**src/rtl/serial_add_ctrl_if.sv**
```systemverilog
// Request/result bundle between an operand requester and the serial adder.
// A start is taken only on an edge where ready=1; a and b are sampled on that edge.
interface serial_add_ctrl_if #(parameter int W = 8);
  logic         start;
  logic [W-1:0] a;
  logic [W-1:0] b;
  logic         ready;
  logic         busy;
  logic         done;
  logic [W-1:0] sum;
  logic         cout;

  modport master (output start, a, b, input ready, busy, done, sum, cout);
  modport slave  (input start, a, b, output ready, busy, done, sum, cout);
endinterface

```
**src/rtl/serial_add_ctrl.sv**
```systemverilog
// Bit-serial W-bit adder: one full-add slice (two half-adder cells) reused LSB
// first, one bit per clock, with a start/ready front end and a one-cycle done pulse.
module serial_add_ctrl #(
  parameter int W = 8
) (
  input  logic              clk,
  input  logic              rst,
  serial_add_ctrl_if.slave  bus,
  output logic [1:0]        state_dbg
);

  localparam int CW = $clog2(W) + 1;
  localparam logic [CW-1:0] LAST = CW'(W - 1);

  typedef enum logic [1:0] {
    IDLE = 2'd0,
    RUN  = 2'd1,
    DONE = 2'd2
  } state_t;

  state_t        state;
  state_t        state_next;
  logic [W-1:0]  a_sh;
  logic [W-1:0]  b_sh;
  logic [W-1:0]  s_sh;
  logic          carry;
  logic [CW-1:0] cnt;
  logic [W-1:0]  sum_q;
  logic          cout_q;

  logic          p;
  logic          g1;
  logic          s;
  logic          g2;
  logic          carry_next;
  logic [W-1:0]  s_sh_next;
  logic          last;

  // Two half-adder cells form the shared full-add slice.
  assign p          = a_sh[0] ^ b_sh[0];
  assign g1         = a_sh[0] & b_sh[0];
  assign s          = p ^ carry;
  assign g2         = p & carry;
  assign carry_next = g1 | g2;
  assign s_sh_next  = (s_sh >> 1) | (W'(s) << (W - 1));
  assign last       = (cnt == LAST);

  always_ff @(posedge clk) begin
    if (rst) state <= IDLE;
    else     state <= state_next;
  end

  always_comb begin
    state_next = state;
    case (state)
      IDLE:    if (bus.start) state_next = RUN;
      RUN:     if (last)      state_next = DONE;
      DONE:                   state_next = IDLE;
      default:                state_next = IDLE;
    endcase
  end

  // Results are captured from the shift-in value of the final RUN edge and
  // held until the next completion; an accept does not clear them.
  always_ff @(posedge clk) begin
    if (rst) begin
      a_sh   <= '0;
      b_sh   <= '0;
      s_sh   <= '0;
      carry  <= 1'b0;
      cnt    <= '0;
      sum_q  <= '0;
      cout_q <= 1'b0;
    end else begin
      case (state)
        IDLE: begin
          if (bus.start) begin
            a_sh  <= bus.a;
            b_sh  <= bus.b;
            s_sh  <= '0;
            carry <= 1'b0;
            cnt   <= '0;
          end
        end
        RUN: begin
          a_sh  <= a_sh >> 1;
          b_sh  <= b_sh >> 1;
          s_sh  <= s_sh_next;
          carry <= carry_next;
          cnt   <= cnt + CW'(1);
          if (last) begin
            sum_q  <= s_sh_next;
            cout_q <= carry_next;
          end
        end
        default: ;
      endcase
    end
  end

  assign bus.ready = (state == IDLE);
  assign bus.busy  = (state == RUN);
  assign bus.done  = (state == DONE);
  assign bus.sum   = sum_q;
  assign bus.cout  = cout_q;
  assign state_dbg = state;

endmodule
```
**src/flat_wrapper.sv**
```systemverilog
// flat-port wrapper written by rule: the top's interface ports become plain ports
module serial_add_ctrl_flat 
#(
  parameter int W = 8
)
  (clk, rst, state_dbg, bus_start, bus_a, bus_b, bus_ready, bus_busy, bus_done, bus_sum, bus_cout);
  serial_add_ctrl_if #(.W(W)) bus_i ();
  input  logic clk;
  input  logic rst;
  output logic [1:0] state_dbg;
  input wire logic [$bits(bus_i.start)-1:0] bus_start;
  input wire logic [$bits(bus_i.a)-1:0] bus_a;
  input wire logic [$bits(bus_i.b)-1:0] bus_b;
  output wire logic [$bits(bus_i.ready)-1:0] bus_ready;
  output wire logic [$bits(bus_i.busy)-1:0] bus_busy;
  output wire logic [$bits(bus_i.done)-1:0] bus_done;
  output wire logic [$bits(bus_i.sum)-1:0] bus_sum;
  output wire logic [$bits(bus_i.cout)-1:0] bus_cout;
  assign bus_i.start = bus_start;
  assign bus_i.a = bus_a;
  assign bus_i.b = bus_b;
  assign bus_ready = bus_i.ready;
  assign bus_busy = bus_i.busy;
  assign bus_done = bus_i.done;
  assign bus_sum = bus_i.sum;
  assign bus_cout = bus_i.cout;
  serial_add_ctrl #(.W(W)) u_core (.clk(clk), .rst(rst), .bus(bus_i), .state_dbg(state_dbg));
endmodule
```
**config.mk**
```make
export PLATFORM = sky130hd
export DESIGN_NAME = serial_add_ctrl_flat
export DESIGN_NICKNAME = d
export VERILOG_FILES = /design/src/rtl/serial_add_ctrl_if.sv /design/src/rtl/serial_add_ctrl.sv /design/src/flat_wrapper.sv
export SDC_FILE = /design/constraint.sdc
export NUM_CORES = 1
export LEC_CHECK = 0
export CAP_MARGIN = 10
export CORE_MARGIN = 2
export CORE_UTILIZATION = 35
export CTS_BUF_LIST = sky130_fd_sc_hd__clkbuf_2
export CTS_CLUSTER_DIAMETER = 30
export DETAILED_ROUTE_END_ITERATION = 10
export HOLD_SLACK_MARGIN = 0.1
export PLACE_DENSITY = 0.59
export SLEW_MARGIN = 20
export SYNTH_ARGS = -nofsm -noshare
export SYNTH_HDL_FRONTEND = slang
export SYNTH_SLANG_ARGS = --single-unit
```
**constraint.sdc**
```tcl
create_clock -name clk -period 1.3 [get_ports clk]
set_clock_uncertainty 0.15 [all_clocks]
set_input_delay 0.26 -clock clk [delete_from_list [all_inputs] [get_ports clk]]
set_output_delay 0.26 -clock clk [all_outputs]
set_load 0.1 [all_outputs]
```
# After elaboration in Yosys (flattened, before gate mapping)
# Index checks and enable logic that the tools add are counted.
[totals] ff_bits=40 in_bits=19 out_inout_bits=14 elab_cells=38
[op_classes] addsub=1 eq_ne=5 muxes=13 n_bitwise=6 n_reduce_logical=5
[ops] operator="$pmux 8 s2" count=3
[ops] operator="$mux 8" count=3
[ops] operator="$or 7x8->8" count=1
[ops] operator="$pmux 4 s2" count=1
[ops] operator="$reduce_and 2->1" count=3
[ops] operator="$add 4x1->4 const B" count=1
[ops] operator="$eq 4x3->1 const B" count=1
[ops] operator="$mux 2" count=2
[ops] operator="$mux 4" count=1
[ops] operator="$pmux 2 s2" count=1
[ops] operator="$and 1x1->1" count=2
[ops] operator="$eq 2x1->1 const B" count=1
[ops] operator="$eq 2x2->1 const B" count=1
[ops] operator="$logic_not 2->1" count=1
[ops] operator="$ne 2x1->1 const B" count=1
[ops] operator="$ne 2x2->1 const B" count=1
[ops] operator="$pmux 1 s2" count=1
[ops] operator="$reduce_bool 2->1" count=1
[ops] operator="$xor 1x1->1" count=2
[ops] operator="$mux 1" count=1
[ops] operator="$or 1x1->1" count=1

# Depth between registers and ports, before layout
# Gate-level depths: netlist (run 1).
[logic_depth] word_depth=4 ltp_mapped=5 ltp_nobuf=4

# Worst setup path before layout (run 1)
# Ideal clock, no wire load.
[synth_timing] kind="reg-to-output" start="register u_core.state[1], in the netlist u_core.state_dbg[1]" end="output bus_done" arrival_ns=2.629 slack_ns=-1.739 path_stages_with_launch=4 path_buffers=1 cell_sequence="dfxtp_1 > buf_2 > inv_1 > nor2_1"
[synth_between] elab_chain_len=1
[synth_lines] item="start, declared" line_no="serial_add_ctrl.sv:21" source="state_t state;"
[synth_lines] item="start signal, assigned" line_no="serial_add_ctrl.sv:50" source="else state <= state_next;"
[synth_lines] item="$eq 2x2->1" line_no="serial_add_ctrl.sv:103" source="assign bus.done = (state == DONE);"
[synth_lines] item="end, declared" line_no="flat_wrapper.sv:16" source="output wire logic [$bits(bus_i.done)-1:0] bus_done;"
# No other way between the ends.

# Worst setup path after layout (run 1)
[layout_timing] start="register u_core.state[1], in the netlist u_core.state_dbg[1]" end="output bus_busy"
[layout_between] elab_chain_len=1
[layout_lines] item="$eq 2x1->1" line_no="serial_add_ctrl.sv:102" source="assign bus.busy = (state == RUN);"
[layout_lines] item="end, declared" line_no="flat_wrapper.sv:15" source="output wire logic [$bits(bus_i.busy)-1:0] bus_busy;"
# No other way between the ends.

==> flow_summary_export.csv, run 1 <==
group,metric,value,unit
timing,clock.fmax,604,MHz
finish,final_cells,291,
finish,areaGrowthSynthToFinish,60.5,%
clock_network,clock-root-buffer,"clkbuf_2",
drt,via_per_inst,5.30,
floorplanning,core_area,4690,um2
timing,fin_crit,1.66,ns
synthesis,yosys.area.top_type,"dfxtp_1",
global_route,busiest_layer,"met2",
pwr,ir_drop,0.513,mV
finish,drive_gt1_frac,0.473,
drt,drt_iter0_markers,130,
worst_setup_path,reg2reg_to,"u_core.bus.sum[7]",
placed_design,hpwl,2690,um
worst_setup_path,cp-endpoint,"bus_busy",
global_route,overflow,0,
synthesis,synth_area_leaders,"dfxtp_1, mux2i_1, nand2_1",
hold_path,hp-class,"input pin to register",
synthesis,yosysUniqueCellTypes,35,
finish,seq_area,806,um2
floorplanning,row_count,25,
pwr,cellLeakagePower,1.02,nW
worst_setup_path,critPathMaxFanout,5,
placed_design,place_ws,-0.459,ns
run,max-cap-violations,0,
synthesis,synth.avg_cell_area,9.75,um2
clock_network,postCtsHoldBufs,0,
worst_setup_path,critPathCaptureType,"output pin",
clock_network,cts_made_buffers,5,
synthesis,ys.flop_type,"dfxtp_1",
finish,final_cell_area,2710,um2
floorplanning,io_pins,33,
synthesis,synth_fp_nets,194,
global_route,grtUsageMet3,0.0494,
global_route,grt_pass1_wl,7220,um
placed_design,place.gp.congestion,0.744,
timing,worst_pin_slew,0.402,ns
clock_network,htree_levels,2,
finish,nNetsFinal,257,
worst_setup_path,start_kind,"register",
global_route,antenna_found_initial,0,
worst_setup_path,path_class,"register to output pin",
timing,post-route-period-util,1.27,
outcome,failed_checks,"negative setup slack",
global_route,grt_usage,0.172,
timing,maxSlewViolCount,0,
worst_setup_path,worst-r2r-setup-slack,-0.19,ns
drt,vias,1542,
timing,fin_ws,-0.356,ns
worst_setup_path,r2r_start,"u_core.state_dbg[1]",
synthesis,netlist_instances,173,
synthesis,syn_area,1690,um2
finish,fillCellCount,401,
placed_design,dp_cells,272,
worst_setup_path,cp.arrival,1.25,ns
finish,multi_input_area,973,um2
placed_design,numPortBuffers,32,
clock_network,clk_pin_slew,0.18,ns
worst_setup_path,cp_data_required_time,0.89,ns
timing,slew_headroom,0.732,
worst_setup_path,worst-r2r-cell-count,5,
timing,fin_hold_ws,0.254,ns
outcome,status,"finished, violations left",
floorplanning,start_util,0.359,
finish,utilization,0.577,
floorplanning,fp.dieH,73.4,um
clock_network,cts.sink_count,39,
synthesis,postSynth.asyncResetShare,0,
clock_network,clkLatencyLatePin,0.39,ns
floorplanning,die_w,73.4,um
global_route,grt_max_degree,35,
global_route,grt_util_met1,0.215,
synthesis,synth_seq_cells,39,
floorplanning,die-area,5390,um2
synthesis,synth_edf_count,0,
global_route,grt_use_met2,0.278,
synthesis,ys_seq_area_frac,0.463,
drt,drt-pass1-iter-count,4,
synthesis,synth_top_cell_area_share,0.463,
pwr,powerDensity,857,nW/um2
timing,fin_tns_setup,-5.70,ns
clock_network,cts_tree,"yes",
finish,diodes,0,
drt,ant_nets,0,
timing,rsz0062_at_grt,"true",
timing,setup_violations,51,
global_route,grt_pass1_vias,1573,
pwr,power,2.32,mW
drt,wl_per_cell,14.7,um
drt,wirelength,4280,um
timing,hold_viol,0,
drt,drcViolationCount,0,
synthesis,yosys_warnings,0,
clock_network,max-clock-path-buffers,2,
worst_setup_path,startpoint,"u_core.state_dbg[1]",
placed_design,dpl_cell_area,2390,um2
## sequential cells by signal, summed over array words and instances (netlist names)
signal and flops:
u_core.a_sh 8, u_core.cnt 4, u_core.b_sh 8, u_core.state_dbg 2, u_core.carry 1, u_core.s_sh 7, u_core.bus.cout 1, u_core.bus.sum 8
## critical path, stage by stage (launching register included)
cell and delay [ns]:
dfxtp_4 0.42, nand2b_4 0.16, clkinvlp_4 0.11, buf_12 0.18
## what timing repair did
| item | 4_1_cts | 5_1_grt |
|---|---|---|
| gates resized for setup | 31 | 32 |
| endpoints found under the setup margin | 45 | 52 |
| cloned | 3 | 0 |
| buffers inserted | 5 | 7 |
| pin swaps | 22 | 18 |
## kinds of logic (layout without fill, tap and decap cells)
| family | after synthesis | count (layout) | synth area share |
|---|---|---|---|
| DFF | 39 | 39 | 0.463 |
| muxes | 9 | 9 | 0.0534 |
| adders and majority gates | 2 | 2 | 0.0193 |
| and+or+nand+nor | 52 | 53 | 0.157 |
| AOI/OAI and AO/OA | 54 | 54 | 0.250 |
| buffers and inverters | 17 | 80 | 0.0571 |
## worst min-delay path by stage
| stage | from | to | slack (ns) | cells after the start |
|---|---|---|---|---|
| 2_1_floorplan | u_core.s_sh[1] | u_core.bus.sum[0] | 0.28 | 2 |
| 3_3_place_gp | u_core.s_sh[1] | u_core.bus.sum[0] | 0.30 | 2 |
| 3_5_place_dp | u_core.s_sh[1] | u_core.bus.sum[0] | 0.30 | 2 |
| 4_1_cts | u_core.s_sh[1] | u_core.bus.sum[0] | 0.33 | 2 |
| 5_1_grt | bus_start | u_core.b_sh[1] | 0.28 | 4 |
| 6_report | bus_start | u_core.b_sh[2] | 0.25 | 4 |
## power by group
part | switching [mW] | internal (mW) | total, mW | leakage (nW)
clock | 0.388 | 0.130 | 0.517 | 0.0281
combinational | 0.234 | 0.268 | 0.502 | 0.663
sequential | 0.0527 | 1.25 | 1.30 | 0.327
total | 0.674 | 1.65 | 2.32 | 1.02
## synth_stat cells, types with 3 or more instances
library cell and instances:
dfxtp_1 39, nand2_1 22, a21oi_1 10, nor2_1 10, a22o_1 9, mux2i_1 9, buf_2 8, a2bb2oi_1 7
o221a_2 7, o221ai_1 7, or3b_1 7, o21ai_0 6, inv_1 3, nor2b_1 3
## metal layers
| layer | part of all wire | wire length (um) |
|---|---|---|
| met5 | 0 | 0 |
| met4 | 0.020 | 87 |
| met3 | 0.051 | 217 |
| met2 | 0.47 | 2030 |
| met1 | 0.46 | 1950 |
## cell usage in the layout (no fill, tap or decap), types with 3 or more instances in the layout
cell type        instances
a2bb2oi_1                5
clkinv_1                 3
o221a_2                  7
a22o_1                   9
clkbuf_2                 6
nor2_4                   6
a21oi_1                  6
a21oi_2                  4
clkinvlp_4               3
buf_6                   13
nand2_1                 21
or3b_1                   5
o221ai_2                 7
nor2b_1                  3
mux2i_1                  9
clkdlybuf4s50_1         16
buf_4                   20
buf_12                  15
dfxtp_2                 14
nor2_1                   6
dfxtp_1                 23
o21ai_1                  6
## area by class of cell
type | instances | area share
Timing Repair inverter | 1 | 0.00277
Sequential cell | 39 | 0.298
Inverter | 4 | 0.00832
Multi-Input combinational cell | 118 | 0.360
Clock buffer | 6 | 0.0111
Clock inverter | 2 | 0.00277
Timing Repair Buffer | 67 | 0.293
Tap cell | 54 | 0.0250
Note: power is estimated with default switching activity, not from simulation.
==> run 2, diff against run 1 <==
--- a/config.mk
+++ b/config.mk
@@ -13,7 +13,6 @@
 export DETAILED_ROUTE_END_ITERATION = 10
 export HOLD_SLACK_MARGIN = 0.1
 export PLACE_DENSITY = 0.59
-export SLEW_MARGIN = 20
 export SYNTH_ARGS = -nofsm -noshare
 export SYNTH_HDL_FRONTEND = slang
 export SYNTH_SLANG_ARGS = --single-unit
==> results of run 2 <==
Same layout as run 1: the final DEF is identical, and so are final timing and power.
==> run 3, diff against run 2 <==
--- a/config.mk
+++ b/config.mk
@@ -11,6 +11,7 @@
 export CTS_BUF_LIST = sky130_fd_sc_hd__clkbuf_2
 export CTS_CLUSTER_DIAMETER = 30
 export DETAILED_ROUTE_END_ITERATION = 10
+export GPL_TIMING_DRIVEN = 0
 export HOLD_SLACK_MARGIN = 0.1
 export PLACE_DENSITY = 0.59
 export SYNTH_ARGS = -nofsm -noshare
==> run 3 against run 2 <==
  * The flow still finishes with violations (negative setup slack)
  * Clock-buffer cell count is the same
  * Maximum frequency decreased by 3.1%
  * Register-to-register slack got worse by 0.06 ns
  * Power is 0.50% lower
  * Sequential cell count unchanged
  * Largest power group unchanged
==> flow_summary_export.csv, run 3 (same netlist as run 1, synthesis figures left out) <==
group,metric,value,unit
hold_path,hp-start,"rst",
placed_design,numPortBuffers,31,
worst_setup_path,crit_slowest_cell,"dfxtp_4",
placed_design,hpwl,2930,um
worst_setup_path,cp_data_required_time,0.89,ns
global_route,grt_pass1_vias,1687,
run,max-cap-violations,0,
timing,post-route-period-util,1.31,
clock_network,max-clock-path-buffers,2,
hold_path,hold_depth,3,
worst_setup_path,cp.arrival,1.30,ns
clock_network,clock-root-buffer,"clkbuf_2",
outcome,status,"finished, violations left",
pwr,powerDensity,860,nW/um2
timing,maxSlewViolCount,0,
timing,worst_pin_slew,0.460,ns
clock_network,cts_tree,"yes",
worst_setup_path,startpoint,"u_core.state_dbg[1]",
timing,hold_viol,0,
timing,fin_ws,-0.409,ns
pwr,ir_drop,0.590,mV
clock_network,clk_pin_slew,0.19,ns
timing,rsz0062_at_grt,"true",
worst_setup_path,start_kind,"register",
finish,drive_gt1_frac,0.425,
drt,drt-pass1-iter-count,4,
timing,slew_headroom,0.693,
floorplanning,die_w,73.4,um
floorplanning,fp.dieH,73.4,um
clock_network,htree_levels,2,
outcome,failed_checks,"negative setup slack",
finish,areaGrowthSynthToFinish,59.1,%
global_route,overflow,0,
worst_setup_path,worst-r2r-setup-slack,-0.25,ns
global_route,antenna_found_initial,0,
global_route,grt_max_degree,12,
clock_network,cts.sink_count,39,
drt,vias,1595,
timing,clock.fmax,585,MHz
global_route,grt_usage,0.191,
placed_design,place.gp.congestion,0.802,
timing,setup_violations,48,
worst_setup_path,r2r_start,"u_core.state_dbg[1]",
pwr,cellLeakagePower,1.04,nW
hold_path,hold_end,"u_core.s_sh[4]",
floorplanning,core_area,4690,um2
clock_network,clkLatencyLatePin,0.39,ns
floorplanning,start_util,0.359,
worst_setup_path,path_class,"register to output pin",
placed_design,place_ws,-1.05,ns
worst_setup_path,critPathCaptureType,"output pin",
floorplanning,die-area,5390,um2
finish,mostFrequentLayoutCells,"dfxtp_1, nand2_1, buf_4",
finish,nNetsFinal,260,
clock_network,cts_made_buffers,5,
drt,ant_nets,0,
drt,via_per_inst,5.43,
worst_setup_path,worst-r2r-cell-count,6,
global_route,grt_pass1_wl,7900,um
drt,drt_iter0_markers,85,
timing,fin_crit,1.71,ns
drt,wl_per_cell,16.5,um
finish,fillCellCount,404,
worst_setup_path,critical_path.cell_chain,"nand2b_4, buf_8, clkinvlp_4, buf_12",
drt,drcViolationCount,0,
finish,final_common_cell,"dfxtp_1",
finish,diodes,0,
drt,wirelength,4860,um
worst_setup_path,cpPeakStageDelay,0.39,ns
timing,fin_tns_setup,-6.19,ns
worst_setup_path,critPathMaxFanout,4,
worst_setup_path,reg2reg_to,"u_core.b_sh[0]",
floorplanning,row_count,25,
floorplanning,io_pins,33,
hold_path,hp-class,"input pin to register",
## run 3: area by class of cell
type                       count  area, um2  area share
clock buffer                   6       30.0      0.0112
multi-input combinational    119        946       0.353
inverter                       4       26.3     0.00979
timing repair buffer          57        687       0.256
sequential                    39        805       0.300
clock inverter                 2       7.51     0.00280
buffer                        13        114      0.0424
tap                           54       67.6      0.0252
## run 3: how the worst max path moves through the flow
stage | endpoint | slack [ns] | cells after the start
final | bus_busy | -0.41 | 4
after global routing | bus_busy | -0.48 | 4
after CTS | bus_ready | -0.42 | 4
after detailed placement | bus_done | -1.05 | 4
after global placement | bus_done | -1.03 | 4
after floorplan | u_core.cnt[2] | -0.56 | 5
## run 3: worst max-delay path, delay by kind of cell (launching register included)
family                 cells  cell delay [ns]
buffers and inverters      3             0.37
DFF                        1             0.39
and+or+nand+nor            1             0.14
## run 3: repair_timing
| action | in CTS | in global routing |
|---|---|---|
| gates resized for setup | 163 | 18 |
| setup buffers | 17 | 8 |
| pin swaps | 21 | 20 |
| hold buffers | 2 | 0 |
| endpoints found under the hold margin | 5 | 0 |
| gates cloned | 3 | 1 |
| setup endpoints to repair | 49 | 53 |
## run 3: power breakdown
group	internal [mW]	switching (mW)
Sequential	1.25	0.0412
Combinational	0.253	0.238
Clock	0.130	0.399
Total	1.63	0.678
## run 3: metal layers
| layer | part of all wire | GRT usage | vias up |
|---|---|---|---|
| met2 | 0.50 | 0.316 | 43 |
| li1 | - | - | 775 |
| met4 | 0.012 | 0.0667 | 0 |
| met1 | 0.43 | 0.237 | 770 |
| met5 | 0 | 0 | - |
| met3 | 0.054 | 0.0562 | 7 |
## run 3: per-stage QoR
step                area [um2]  hold slack (ns)  cells  utilization  total power, mW
floorplan                 1740            0.280    173            -             1.54
finish                    2680            0.208    294        0.572             2.31
global route              2680            0.175    294        0.572             2.42
global placement          2110            0.292    258        0.451             1.65
detailed placement        2110            0.297    258        0.451             1.66
CTS                       2590            0.177    288        0.552             2.29
